[src/rtl/mdio_pkg.sv]
// Purpose: shared states, frame constants and frame builder for the clause-22 MDIO master.
// Latency: n/a (types, constants and a combinational helper only).
// Backpressure: n/a.
package mdio_pkg;

  typedef enum logic [2:0] {IDLE, PRE, HDR, TA, DATA, END} state_t;

  localparam logic [1:0] ST    = 2'b01;
  localparam logic [1:0] OP_WR = 2'b01;
  localparam logic [1:0] OP_RD = 2'b10;

  localparam int HDR_BITS  = 14;
  localparam int TA_BITS   = 2;
  localparam int DATA_BITS = 16;

  // Everything the master may drive after the preamble, MSB first.
  // The TA/data fields are only put on the wire for writes.
  function automatic logic [31:0] build_frame(input logic        wr,
                                              input logic [4:0]  phy_addr,
                                              input logic [4:0]  reg_addr,
                                              input logic [15:0] wdata);
    return {ST, (wr ? OP_WR : OP_RD), phy_addr, reg_addr, 2'b10, wdata};
  endfunction

endpackage

[src/rtl/mdio_clk_div.sv]
// Purpose: MDC generator; toggles mdc every CLK_DIV_HALF enabled cycles, flags the toggling cycles.
// Latency: first rise CLK_DIV_HALF cycles after en goes high; rise/fall are combinational pre-edge strobes.
// Backpressure: none; dropping en clears the divider and forces mdc low on the next edge.
module mdio_clk_div #(
  parameter int CLK_DIV_HALF = 10
) (
  input  logic clk_clk,
  input  logic reset_reset,
  input  logic en,
  output logic mdc,
  output logic rise,
  output logic fall
);

  localparam int CW = (CLK_DIV_HALF > 1) ? $clog2(CLK_DIV_HALF) : 1;
  localparam logic [CW-1:0] TOP = CW'(CLK_DIV_HALF - 1);

  logic [CW-1:0] cnt;
  logic          wrap;

  // rise/fall mark the cycle whose closing edge moves mdc 0->1 / 1->0
  assign wrap = en && (cnt == TOP);
  assign rise = wrap && !mdc;
  assign fall = wrap &&  mdc;

  // Half-period counter; idle holds it at zero so every frame starts with a full low half
  always_ff @(posedge clk_clk) begin
    if (reset_reset || !en) begin
      cnt <= '0;
      mdc <= 1'b0;
    end else if (wrap) begin
      cnt <= '0;
      mdc <= ~mdc;
    end else begin
      cnt <= cnt + 1'b1;
    end
  end

endmodule

[src/rtl/mdio_master_ctrl.sv]
// Purpose: clause-22 MDIO master; one read/write command at a time, 64-bit frame on MDC/MDIO (MDIO_PREAMBLE_SUPPRESS_EN adds cmd_no_pre).
// Latency: rsp_valid pulses 65*2*CLK_DIV_HALF clk after acceptance (33*2*CLK_DIV_HALF with preamble skipped).
// Backpressure: cmd_ready high only while idle; command inputs are ignored for the whole frame.
module mdio_master_ctrl
  import mdio_pkg::*;
#(
  parameter int CLK_DIV_HALF = 10,
  parameter int PRE_LEN      = 32
) (
  input  logic        clk_clk,
  input  logic        reset_reset,
  input  logic        cmd_valid,
  output logic        cmd_ready,
  input  logic        cmd_write,
  input  logic [4:0]  cmd_phy_addr,
  input  logic [4:0]  cmd_reg_addr,
  input  logic [15:0] cmd_wdata,
`ifdef MDIO_PREAMBLE_SUPPRESS_EN
  input  logic        cmd_no_pre,
`endif
  output logic        rsp_valid,
  output logic [15:0] rsp_rdata,
  output logic        rsp_err,
  output logic        mdio_mdc,
  input  logic        mdio_mdio_in,
  output logic        mdio_mdio_out,
  output logic        mdio_mdio_oen
);

  state_t      state;
  logic [7:0]  bit_cnt;
  logic [31:0] sr;
  logic [31:0] frame;
  logic [15:0] rd_sh;
  logic        is_wr;
  logic        ta_err;
  logic        no_pre;
  logic        mdc_rise;
  logic        mdc_fall;

`ifdef MDIO_PREAMBLE_SUPPRESS_EN
  assign no_pre = cmd_no_pre;
`else
  assign no_pre = 1'b0;
`endif

  assign frame = build_frame(cmd_write, cmd_phy_addr, cmd_reg_addr, cmd_wdata);

  mdio_clk_div #(
    .CLK_DIV_HALF (CLK_DIV_HALF)
  ) u_clk_div (
    .clk_clk     (clk_clk),
    .reset_reset (reset_reset),
    .en          (state != IDLE),
    .mdc         (mdio_mdc),
    .rise        (mdc_rise),
    .fall        (mdc_fall)
  );

  // Frame sequencer: drives MDIO on MDC falls, samples on MDC rises, bit_cnt counts down per MDC cycle
  always_ff @(posedge clk_clk) begin
    if (reset_reset) begin
      state         <= IDLE;
      bit_cnt       <= '0;
      sr            <= '0;
      rd_sh         <= '0;
      is_wr         <= 1'b0;
      ta_err        <= 1'b0;
      cmd_ready     <= 1'b1;
      rsp_valid     <= 1'b0;
      rsp_rdata     <= '0;
      rsp_err       <= 1'b0;
      mdio_mdio_out <= 1'b1;
      mdio_mdio_oen <= 1'b1;
    end else begin
      rsp_valid <= 1'b0;
      case (state)
        IDLE: begin
          if (cmd_valid && cmd_ready) begin
            is_wr         <= cmd_write;
            cmd_ready     <= 1'b0;
            mdio_mdio_oen <= 1'b0;
            if (no_pre) begin
              // First header bit goes out immediately
              state         <= HDR;
              bit_cnt       <= 8'(HDR_BITS - 1);
              mdio_mdio_out <= frame[31];
              sr            <= {frame[30:0], 1'b0};
            end else begin
              state         <= PRE;
              bit_cnt       <= 8'(PRE_LEN - 1);
              mdio_mdio_out <= 1'b1;
              sr            <= frame;
            end
          end
        end

        PRE: begin
          if (mdc_fall) begin
            if (bit_cnt == '0) begin
              state         <= HDR;
              bit_cnt       <= 8'(HDR_BITS - 1);
              mdio_mdio_out <= sr[31];
              sr            <= {sr[30:0], 1'b0};
            end else begin
              bit_cnt <= bit_cnt - 1'b1;
            end
          end
        end

        HDR: begin
          if (mdc_fall) begin
            sr <= {sr[30:0], 1'b0};
            if (bit_cnt == '0) begin
              // Reads release the line for the PHY's turnaround
              state         <= TA;
              bit_cnt       <= 8'(TA_BITS - 1);
              mdio_mdio_oen <= !is_wr;
              mdio_mdio_out <= is_wr ? sr[31] : 1'b1;
            end else begin
              bit_cnt       <= bit_cnt - 1'b1;
              mdio_mdio_out <= sr[31];
            end
          end
        end

        TA: begin
          // A PHY that is present pulls the second TA bit low
          if (mdc_rise && bit_cnt == '0) begin
            ta_err <= mdio_mdio_in;
          end
          if (mdc_fall) begin
            sr            <= {sr[30:0], 1'b0};
            mdio_mdio_out <= is_wr ? sr[31] : 1'b1;
            if (bit_cnt == '0) begin
              state   <= DATA;
              bit_cnt <= 8'(DATA_BITS - 1);
            end else begin
              bit_cnt <= bit_cnt - 1'b1;
            end
          end
        end

        DATA: begin
          if (mdc_rise) begin
            rd_sh <= {rd_sh[14:0], mdio_mdio_in};
          end
          if (mdc_fall) begin
            if (bit_cnt == '0) begin
              state         <= END;
              mdio_mdio_out <= 1'b1;
              mdio_mdio_oen <= 1'b1;
            end else begin
              bit_cnt       <= bit_cnt - 1'b1;
              sr            <= {sr[30:0], 1'b0};
              mdio_mdio_out <= is_wr ? sr[31] : 1'b1;
            end
          end
        end

        END: begin
          if (mdc_fall) begin
            state     <= IDLE;
            cmd_ready <= 1'b1;
            rsp_valid <= 1'b1;
            rsp_rdata <= is_wr ? 16'h0000 : rd_sh;
            rsp_err   <= !is_wr && ta_err;
          end
        end

        default: begin
          state         <= IDLE;
          cmd_ready     <= 1'b1;
          mdio_mdio_out <= 1'b1;
          mdio_mdio_oen <= 1'b1;
        end
      endcase
    end
  end

endmodule
[config.mk]
export PLATFORM = sky130hd
export DESIGN_NAME = mdio_master_ctrl
export DESIGN_NICKNAME = d
export VERILOG_FILES = /design/src/rtl/mdio_pkg.sv /design/src/rtl/mdio_clk_div.sv /design/src/rtl/mdio_master_ctrl.sv
export SDC_FILE = /design/constraint.sdc
export NUM_CORES = 1
export LEC_CHECK = 0
export ABC_AREA = 1
export BUFFER_PORTS_ARGS = -buffer_cell sky130_fd_sc_hd__buf_2
export CAP_MARGIN = 20
export CORE_MARGIN = 5
export CORE_UTILIZATION = 45
export CTS_CLUSTER_DIAMETER = 30
export CTS_CLUSTER_SIZE = 28
export DETAILED_ROUTE_END_ITERATION = 6
export GPL_ROUTABILITY_DRIVEN = 0
export SYNTH_ARGS = -nofsm -noshare
export SYNTH_HDL_FRONTEND = slang
export SYNTH_SLANG_ARGS = --single-unit
[constraint.sdc]
create_clock -name clk_clk -period 2.22 [get_ports clk_clk]
set_clock_uncertainty 0.1 [all_clocks]
set_input_delay 0.444 -clock clk_clk [delete_from_list [all_inputs] [get_ports clk_clk]]
set_output_delay 0.444 -clock clk_clk [all_outputs]
set_load 0.05 [all_outputs]
==> reports/qor.yml <==
ys_types: 30
antenna_found_initial: 0
reg2regPathDepth: 12
muxShareOfSynthArea_pct: 0
cellPowerDensity_nw_per_um2: 1395
worstPathArrival_ns: 2.19
routedWlPerCell_um: 12.61
start_util_pct: 46.36
timing.setup.tns_ns: 0
clock_sinks: 87
synthAdderAreaFrac_pct: 0.9285
max_freq_ghz: 0.4995
postPlaceCellArea_um2: 4424
crit_cells: 12
die_h_um: 104.8
hold_depth: 2
critical_path.top_delay_family: "simple AND/OR/NAND/NOR gates"
critical_path.slowest_cell: "dfxtp_1"
preCtsSetupSlack_ns: 0.1619
wirelength_mm: 9.233
yosysWarnings: 0
drv_cap: 0
cp_num_buf_inv: 3
ir_worst_vdd_mv: 0.5794
hold_viol: 0
io_pins: 53
layout_setup_ws_ns: 0.2178
drt-initial-drc-count: 125
power.total_mw: 6.429
tightest_slew_ns: 0.3609
die_area_um2: 10980
worst-endpoint-required_ns: 2.41
relSlewSlack_pct: 75.90
cts.path.max_buffers: 2
hpwl_mm: 6.252
synth_compound_area_share_pct: 11.02
nets: 653
path_cells: "ha_1 -> inv_1 -> nor2_2 -> nand3_4 -> nand2_1 -> inv_2 -> nor2_8 -> nand2_4 -> nor2_8 -> buf_12 -> nor2_1 -> nor2_1"
via_per_inst: 5.149
worstSetupPathType: "reg -> reg"
rsz0062_at_grt: "no"
grt_max_degree: 49
fp.coreArea_um2: 8721
setup_viol: 0
synth_edf_count: 0
clkLatencyLatePin_ns: 0.34
synthToLayoutAreaGrowth_pct: 13.96
die_w_um: 104.8
syn_nets: 607
final_cell_mix: "nand2_1, nor2_1, dfxtp_1"
yosys.area_share.xor_xnor_pct: 0.8666
grt_pass1_vias: 3556
whs_ns: 0.2359
synthesis.area_um2: 4043
final_common_cell: "nand2_1"
synthSimpleGateAreaFrac_pct: 35.84
n_fill_cell: 887
cp-end-kind: "flop"
num_vias: 3769
synthArstFlopShare_pct: 0
drt_pre_antenna_iters: 4
netlist_instances: 573
layout_min_cycle_time_ns: 2.002
min_period_over_period_pct: 90.19
num_rows: 34
cts_made_buffers: 9
cts_tree: "yes"
crit_fanout: 23
design_area_um2: 4607
drt_drc_violations_left: 0
critPathLaunchType: "flop"
slew_violations: 0
synth_top_family_by_area: "simple AND/OR/NAND/NOR gates"
cts_hold_buf: 0
cts_htree_levels: 3
cpPeakStageDelay_ns: 0.39
syn_avg_cell_area_um2: 7.055
layout-drive-gt1-share_pct: 16.67
hold_path_class: "in -> reg"
grt_pass1_wl_mm: 15.77
clk_pin_slew_ns: 0.09
overflow: 0
status: "complete, no violations"
yosysSeqAreaShare_pct: 43.08
detail-route-antenna-nets: 0
io_buffers: 52
grt_use_total_pct: 16.82
power_leakage_nw: 2.014
diodes: 0
synth_ff_type: "dfxtp_1"
ys_seq_elements: 87
clockRootBuffer: "clkbuf_8"
[state kept, by name, summed over array words and instances, names as in the netlist]
signal,cells
cmd_ready,1
ta_err,1
bit_cnt,8
is_wr,1
rd_sh,16
rsp_rdata,16
rsp_valid,1
u_clk_div.cnt,4
u_clk_div.mdc,1
rsp_err,1
mdio_mdio_oen,1
sr,32
mdio_mdio_out,1
state,3
[cell type report]
| class | count | area, µm² | area share, % |
|---|---|---|---|
| clock buffer | 9 | 123.9 | 2.689 |
| sequential | 87 | 1742 | 37.81 |
| timing repair buffer | 66 | 419.2 | 9.098 |
| tap | 108 | 135.1 | 2.933 |
| multi-input combinational | 411 | 1967 | 42.69 |
| clock inverter | 7 | 55.05 | 1.195 |
| inverter | 44 | 165.2 | 3.585 |
[through the flow]
step	utilization (%)	std cells
4_1_cts	52.78	732
5_1_grt	52.83	732
3_3_place_gp	50.73	716
3_5_place_dp	50.73	716
2_1_floorplan	-	573
6_report	52.83	732
[timing repair]
action | CTS | global route
setup endpoints to repair | 0 | 1
resized for setup | 0 | 1
buffers inserted | 0 | 0
[routing by layer]
| layer | vias to the layer above | part of all wire (%) | global-route usage (%) |
|---|---|---|---|
| met1 | 1719 | 47 | 21.46 |
| met2 | 78 | 46 | 27.65 |
| li1 | 1961 | - | - |
| met5 | - | 0 | 0 |
| met3 | 11 | 5.0 | 4.069 |
| met4 | 0 | 1.3 | 6.119 |
[logic make-up after synthesis]
group,count (synthesis)
xor+xnor,4
fa+ha+maj,3
flops,87
simple gates,326
buf+inv,75
compound gates,78
[worst paths after layout]
| path | end | from | slack [ns] |
|---|---|---|---|
| max | sr[15] | u_clk_div.cnt[0] | 0.22 |
| min reg2reg | rd_sh[15] | rd_sh[15] | 0.36 |
| max reg2reg | sr[15] | u_clk_div.cnt[0] | 0.22 |
| min | bit_cnt[5] | reset_reset | 0.24 |
[worst reg2reg max path: cells and delay by family (launching register included)]
| kind | cells | cell delay, ns |
|---|---|---|
| flops | 1 | 0.39 |
| buf+inv | 3 | 0.30 |
| fa+ha+maj | 1 | 0.17 |
| simple gates | 8 | 0.98 |
[synth_stat cells (2+ instances only)]
cell type	instances	area share, %
o211ai_1	2	0.37
nor2_1	99	9.2
a21oi_2	2	0.43
buf_4	2	0.37
buf_2	6	0.74
inv_1	38	3.5
clkbuf_1	14	1.3
nand2_4	2	0.56
nor3_1	4	0.50
xor2_1	2	0.43
buf_1	4	0.37
nand3_1	45	5.6
ha_1	3	0.93
nand4_1	29	4.5
buf_6	5	1.4
nor2_2	5	0.77
nand2_2	3	0.46
nand2_1	134	12
dfxtp_1	87	43
inv_2	5	0.46
o31ai_1	16	3.0
a21oi_1	24	3.0
o21ai_0	33	4.1
xnor2_1	2	0.43
nor2_8	2	0.99
[report_power, final]
part	switching [mW]	leakage, nW	internal [mW]
registers	0.191	0.711	1.88
logic	2.18	1.21	1.17
clock network	0.582	0.0915	0.418
(Power assumes the default switching activity.)
